$ cat src/rtl/acc_seq_pkg.sv
// Shared opcodes, FSM state encoding and the strobe bundle for the accumulator sequencer.
package acc_seq_pkg;

  localparam logic [2:0] OP_NOP = 3'd0;
  localparam logic [2:0] OP_LDA = 3'd1;
  localparam logic [2:0] OP_ADD = 3'd2;
  localparam logic [2:0] OP_SUB = 3'd3;
  localparam logic [2:0] OP_MAC = 3'd4;
  localparam logic [2:0] OP_OUT = 3'd5;
  localparam logic [2:0] OP_CLR = 3'd6;
  localparam logic [2:0] OP_HLT = 3'd7;

  typedef enum logic [2:0] {
    S_IDLE,
    S_LOADA,
    S_LOADB,
    S_EXEC,
    S_OUT,
    S_HALT
  } state_t;

  // Registered control strobes presented to the datapath and the host.
  typedef struct packed {
    logic drv_en;
    logic nla;
    logic nlb;
    logic ea;
    logic eu;
    logic sub;
    logic out_valid;
    logic done;
    logic halted;
  } strobes_t;

  // All loads inactive (active-low), nothing driving the bus.
  localparam strobes_t STROBES_IDLE = '{
    drv_en:    1'b0,
    nla:       1'b1,
    nlb:       1'b1,
    ea:        1'b0,
    eu:        1'b0,
    sub:       1'b0,
    out_valid: 1'b0,
    done:      1'b0,
    halted:    1'b0
  };

endpackage

$ cat src/rtl/acc_sequencer.sv
// Command-driven sequencer for the accumulator / B-register / ALU datapath.
// One command at a time over valid/ready; strobes are registered so that
// every output depends only on flops, never combinationally on cmd_*.
module acc_sequencer
  import acc_seq_pkg::*;
#(
  parameter int WIDTH = 8,
  parameter int CNT_W = 4
) (
  input  logic             clk,
  input  logic             rst,
  input  logic             cmd_valid,
  output logic             cmd_ready,
  input  logic [2:0]       cmd_op,
  input  logic [WIDTH-1:0] cmd_data,
  input  logic [CNT_W-1:0] cmd_cnt,
  output logic [WIDTH-1:0] bus_drv,
  output logic             bus_drv_en,
  output logic             nLa,
  output logic             nLb,
  output logic             Ea,
  output logic             Eu,
  output logic             sub,
  input  logic             cf_in,
  input  logic             zf_in,
  output logic             flag_c,
  output logic             flag_z,
  output logic             out_valid,
  output logic             done,
  output logic             halted
);

  state_t           state_q, state_d;
  logic [2:0]       op_q;
  logic [WIDTH-1:0] data_q;
  logic [CNT_W-1:0] cnt_q;
  logic [CNT_W-1:0] rem_q, rem_d;
  strobes_t         strobes_q, strobes_d;
  logic [WIDTH-1:0] bus_q, bus_d;
  logic             accept;
  logic [2:0]       eff_op;
  logic [WIDTH-1:0] eff_data;
  logic [CNT_W-1:0] eff_cnt;

  assign cmd_ready = (state_q == S_IDLE) && !rst;
  assign accept    = cmd_valid && cmd_ready;

  // The command steering the next cycle: the one being accepted, else the latched one.
  assign eff_op   = accept ? cmd_op   : op_q;
  assign eff_data = accept ? cmd_data : data_q;
  assign eff_cnt  = accept ? cmd_cnt  : cnt_q;

  // Next-state, repeat-counter and next-cycle strobe decode.
  always_comb begin
    state_d   = state_q;
    rem_d     = rem_q;
    strobes_d = STROBES_IDLE;
    bus_d     = '0;

    case (state_q)
      S_IDLE: begin
        if (accept) begin
          case (cmd_op)
            OP_LDA, OP_CLR:         state_d = S_LOADA;
            OP_ADD, OP_SUB, OP_MAC: state_d = S_LOADB;
            OP_OUT:                 state_d = S_OUT;
            OP_HLT:                 state_d = S_HALT;
            default:                state_d = S_IDLE;
          endcase
        end
      end
      S_LOADB: begin
        if (op_q == OP_MAC && cnt_q == '0) begin
          state_d = S_IDLE;
        end else begin
          state_d = S_EXEC;
          rem_d   = (op_q == OP_MAC) ? cnt_q : CNT_W'(1);
        end
      end
      S_EXEC: begin
        if (rem_q > CNT_W'(1)) begin
          rem_d = rem_q - CNT_W'(1);
        end else begin
          state_d = S_IDLE;
        end
      end
      S_HALT:  state_d = S_HALT;
      default: state_d = S_IDLE;
    endcase

    case (state_d)
      S_LOADA: begin
        strobes_d.drv_en = 1'b1;
        strobes_d.nla    = 1'b0;
        strobes_d.done   = 1'b1;
        bus_d            = (eff_op == OP_CLR) ? '0 : eff_data;
      end
      S_LOADB: begin
        strobes_d.drv_en = 1'b1;
        strobes_d.nlb    = 1'b0;
        strobes_d.done   = (eff_op == OP_MAC) && (eff_cnt == '0);
        bus_d            = eff_data;
      end
      S_EXEC: begin
        strobes_d.eu   = 1'b1;
        strobes_d.nla  = 1'b0;
        strobes_d.sub  = (op_q == OP_SUB);
        strobes_d.done = (rem_d == CNT_W'(1));
      end
      S_OUT: begin
        strobes_d.ea        = 1'b1;
        strobes_d.out_valid = 1'b1;
        strobes_d.done      = 1'b1;
      end
      S_HALT: strobes_d.halted = 1'b1;
      default: strobes_d.done = (state_q == S_IDLE) && accept && (cmd_op == OP_NOP);
    endcase
  end

  // Command latch; only meaningful after an accept, so it carries no reset.
  always_ff @(posedge clk) begin
    if (accept) begin
      op_q   <= cmd_op;
      data_q <= cmd_data;
      cnt_q  <= cmd_cnt;
    end
  end

  // FSM state, repeat counter, registered strobes and ALU flag capture.
  always_ff @(posedge clk or posedge rst) begin
    if (rst) begin
      state_q   <= S_IDLE;
      rem_q     <= '0;
      strobes_q <= STROBES_IDLE;
      bus_q     <= '0;
      flag_c    <= 1'b0;
      flag_z    <= 1'b0;
    end else begin
      state_q   <= state_d;
      rem_q     <= rem_d;
      strobes_q <= strobes_d;
      bus_q     <= bus_d;
      if (state_q == S_EXEC) begin
        flag_c <= cf_in;
        flag_z <= zf_in;
      end
    end
  end

  assign bus_drv    = bus_q;
  assign bus_drv_en = strobes_q.drv_en;
  assign nLa        = strobes_q.nla;
  assign nLb        = strobes_q.nlb;
  assign Ea         = strobes_q.ea;
  assign Eu         = strobes_q.eu;
  assign sub        = strobes_q.sub;
  assign out_valid  = strobes_q.out_valid;
  assign done       = strobes_q.done;
  assign halted     = strobes_q.halted;

endmodule

$ cat config.mk
export PLATFORM = sky130hd
export DESIGN_NAME = acc_sequencer
export DESIGN_NICKNAME = d
export VERILOG_FILES = /design/src/rtl/acc_seq_pkg.sv /design/src/rtl/acc_sequencer.sv
export SDC_FILE = /design/constraint.sdc
export NUM_CORES = 1
export LEC_CHECK = 0
export ABC_AREA = 1
export BUFFER_PORTS_ARGS = -buffer_cell sky130_fd_sc_hd__buf_2
export CORE_ASPECT_RATIO = 0.9
export CORE_MARGIN = 3
export CORE_UTILIZATION = 40
export CTS_CLUSTER_DIAMETER = 100
export DETAILED_ROUTE_END_ITERATION = 12
export GPL_TIMING_DRIVEN = 0
export SETUP_SLACK_MARGIN = 0.15
export SYNTH_ARGS = -nofsm -noshare
export SYNTH_HDL_FRONTEND = slang
export SYNTH_SLANG_ARGS = --single-unit
export TNS_END_PERCENT = 100
$ cat constraint.sdc
create_clock -name clk -period 1.45 [get_ports clk]
set_clock_uncertainty 0.05 [all_clocks]
set_input_delay 0.29 -clock clk [delete_from_list [all_inputs] [get_ports clk]]
set_output_delay 0.29 -clock clk [all_outputs]
set_load 0.005 [all_outputs]
==> impl_summary.txt <==
----------------------------------------------------
[STA]
  Count of final hold-check violations ... 0
  Setup-violating endpoint count in the final report ... 23
  Max Slew Vio Count ... 0
  Final clock period utilization by the worst path ... 117.4%
  Maximum frequency from static timing analysis ... 587.3 MHz
  Period minus WS final ... 1.703 ns
  Hold_ws ... 0.02524 ns
  Max-slew headroom ... 57.79%
  Worst Setup Slack, final ... -0.2526 ns
  Worst Tran Pin Value ... 0.6298 ns
  Setup repair after global routing missed its margin ... yes

[Worst setup path]
  Endpoint arrival time on the critical path ... 1.88 ns
  Critical path fanouts, max ... 6
  Worst EP required ... 1.63 ns
  Kind of start point of the critical path ... flop
  Critical path class ... flop to flop
  Sort of element at the end of the critical path ... flop

[Global routing]
  Global-route wire length before repair ... 6555 microns
  Grt total ovfl ... 0
  GRT Resource Usage Total ... 15.52%
  Vias in the first global route ... 1,457
  Maximum number of pins on one net before global-route repair ... 14
  GRT met3 Usage ... 3.896%
  Initial antenna violation count ... 0
  Busiest grt layer ... met2
  M2 GR Usage ... 23.69%
  Met1 routing resource usage after global routing ... 21.04%

[Drt]
  Remaining design rule violation count ... 0
  Average wire length per cell after detail routing ... 11.86 microns
  Via-to-Cell Ratio ... 4.518
  Number of antenna-violating nets in the routed design ... 0
  Total number of vias ... 1,595
  1st-iter DRT viols ... 101
  Post-Route WL ... 4186 microns
  First drt pass iteration count ... 4

[Logic synthesis]
  Area contributors post-synth ... sky130_fd_sc_hd__dfrtp_1, sky130_fd_sc_hd__dfxtp_1, sky130_fd_sc_hd__inv_1
  Mean instance size in the synthesized netlist ... 8.119 sq um
  Synthesized-area fraction occupied by and/or/nand/nor cells ... 30.20%
  Flops & latches, synth ... 40
  Dominant synthesized flop cell ... sky130_fd_sc_hd__dfrtp_1
  Async SR Flop Fraction ... 62.50%
  Sequential fraction of the synthesis area ... 51.28%
  Area share of the largest cell type after synthesis ... 31.79%
  Cell type contributing the most total cell area after synthesis ... sky130_fd_sc_hd__dfrtp_1
  Dominant combinational cell family by area after synthesis ... simple AND/OR/NAND/NOR gates
  Warnings from Yosys ... 0
  Number of synthesized flops with an enable pin ... 0
  Fraction of synthesized area in multiplexers ... 0%
  Post-Syn Nets ... 245
  Most common cell in the netlist ... sky130_fd_sc_hd__inv_1
  Synth top cells by count ... sky130_fd_sc_hd__inv_1, sky130_fd_sc_hd__nand2_1, sky130_fd_sc_hd__nor2_1, sky130_fd_sc_hd__dfrtp_1, sky130_fd_sc_hd__dfxtp_1
  Number of library cell types mapped by synthesis ... 26
  Post-Synthesis Cells ... 223
  Area fraction in compound gates after synthesis ... 6.220%
  Post-Synthesis Cell Area ... 0.001810 sq mm
  Share of synthesized cell area in full adder, half adder and majority cells ... 1.382%
  Share of the synthesized netlist area taken by xor and xnor gates ... 0.4838%

[Run]
  Max cap viols ... 0

[Place]
  Post-detailed-placement cell area ... 0.002115 sq mm
  Final weighted congestion in routability-driven placement ... 0.8615
  Pre-CTS worst setup slack ... -0.7858 ns
  Number of I/O port buffers ... 39
  Sum of net half-perimeters after detailed placement ... 2718 microns

[Power and ir drop]
  Leakage component of the power ... 1.361 nW
  Maximum vdd drop ... 0.8060 mV
  PwrDens ... 1865 mW/mm^2

[Clocking]
  Clock buffers created by TritonCTS ... 5
  Clk Latency, worst-skew pair ... 0.29 ns
  Quantity of hold-fixing buffers added after cts ... 0
  Number of clock sinks ... 40
  CTS tree ... built
  Maximum buffer depth of the clock tree ... 2
  Level count of the clock H-tree ... 2
  CTS Root Cell ... sky130_fd_sc_hd__clkbuf_8
  Clock slew seen by the registers of the worst setup and hold paths ... 0.08 ns

[Floorplanning]
  Cell row count ... 22
  X dimension of the die ... 76.92 microns
  Core area ... 0.004212 sq mm
  IO Count ... 40
  Starting Density ... 42.99%
  Y dimension of the die ... 69.83 microns
  Die area ... 0.005371 sq mm

[Final layout]
  Finished Cell Area ... 0.002512 sq mm
  Nets@finish ... 314
  Area growth syn-to-layout ... 38.77%
  # diodes ... 0
  Share of cells above drive strength 1 ... 44.37%

[Worst hold path]
  Min-delay worst type ... primary input to async pin

[Status]
  Violations in the final reports ... setup timing
  Outcome ... complete, but fails checks

----------------------------------------------------
[critical path, cell delays in order (launching register included)]
cell and delay, ns:
sky130_fd_sc_hd__dfrtp_2 0.43, sky130_fd_sc_hd__nor2_4 0.17, sky130_fd_sc_hd__nand3_2 0.13, sky130_fd_sc_hd__nor2_4 0.21, sky130_fd_sc_hd__buf_6 0.15, sky130_fd_sc_hd__nand2_2 0.05
sky130_fd_sc_hd__nand2_2 0.05, sky130_fd_sc_hd__nand2_1 0.06, sky130_fd_sc_hd__nor2_1 0.11, sky130_fd_sc_hd__nand3_1 0.08, sky130_fd_sc_hd__nand2_1 0.06, sky130_fd_sc_hd__inv_1 0.04
sky130_fd_sc_hd__nand3_2 0.05
[registers in the layout, indices dropped and copies added, names as in the netlist, 3 cells and up]
signal / flops
bus_drv: 8
cnt_q: 4
data_q: 8
op_q: 3
rem_q: 4
state_q: 3
[where the power goes]
| group | leakage [nW] | internal, W | switching, W |
|---|---|---|---|
| registers | 0.451 | 0.00152 | 0.000210 |
| logic | 0.855 | 0.000928 | 0.00113 |
| clock network | 0.0552 | 0.000511 | 0.000388 |
| total | 1.36 | 0.00296 | 0.00173 |
[worst paths after layout]
check | start | to | slack, ns | cells after the start
min reg2reg | op_q[0] | sub | 0.41 | 2
max | state_q[1] | done | -0.25 | 12
max reg2reg | state_q[1] | done | -0.25 | 12
min in group clk | zf_in | flag_z | 0.14 | 3
max in group asynchronous | rst | Eu | 0.99 | 2
min | rst | bus_drv[1] | 0.03 | 2
[layout make-up]
type,count,area (sq um)
repair inverters,1,5.005
plain buffers,3,30.03
clock inverters,2,35.03
repair buffers,60,380.4
inverters,44,168.9
fillers,384,1699
clock buffers,6,72.57
well taps,60,75.07
multi-input cells,137,814.5
flip-flops and latches,40,930.9
[per-layer routing]
| layer | share of wire [%] | wire length [microns] |
|---|---|---|
| met1 | 49 | 2047 |
| met2 | 45 | 1901 |
| met3 | 4.2 | 177 |
| met4 | 1.4 | 59 |
| met5 | 0 | 0 |
[placed cells by master, fill, tap and decap left out, types with 5 or more instances in the layout]
cell type	netlist	final
sky130_fd_sc_hd__nor2_4	3	6
sky130_fd_sc_hd__dfrtp_1	23	21
sky130_fd_sc_hd__nand2_1	40	36
sky130_fd_sc_hd__inv_1	42	34
sky130_fd_sc_hd__nand3_2	4	7
sky130_fd_sc_hd__nand3_1	12	9
sky130_fd_sc_hd__dfxtp_1	15	15
sky130_fd_sc_hd__nor2_2	1	5
sky130_fd_sc_hd__clkbuf_8	0	5
sky130_fd_sc_hd__or2_2	8	8
sky130_fd_sc_hd__o21ai_0	13	12
sky130_fd_sc_hd__buf_4	1	17
sky130_fd_sc_hd__buf_2	1	39
sky130_fd_sc_hd__inv_2	2	9
sky130_fd_sc_hd__nor2_1	33	26
sky130_fd_sc_hd__buf_6	1	6
sky130_fd_sc_hd__nand2_2	4	5
[per-stage QoR]
| step | total power (W) | util, % | cells | setup TNS (ns) |
|---|---|---|---|---|
| after global routing | 0.005051 | 59.66 | 353 | -5.664 |
| after global placement | 0.003267 | 50.21 | 322 | -18.16 |
| after detailed placement | 0.003281 | 50.21 | 322 | -17.85 |
| after CTS | 0.004450 | 56.33 | 343 | -3.049 |
| final | 0.004687 | 59.66 | 353 | -3.370 |
| after floorplan | 0.002864 | - | 223 | -4.097 |
[cell families (layout without fill, tap and decap cells)]
group                    Yosys count  after routing
AO/OA/AOI/OAI                     21             21
XOR/XNOR                           1              1
adder cells (fa/ha/maj)            2              2
buffers and inverters             47            116
flip-flops                        40             40
AND/OR/NAND/NOR                  112            113
[what timing repair did]
action,4_1_cts,5_1_grt
cloned,1,1
endpoints found under the setup margin,38,39
resized for setup,12,20
pin swaps,11,4
buffers inserted,12,9
Power figures use the tool's default switching activity.
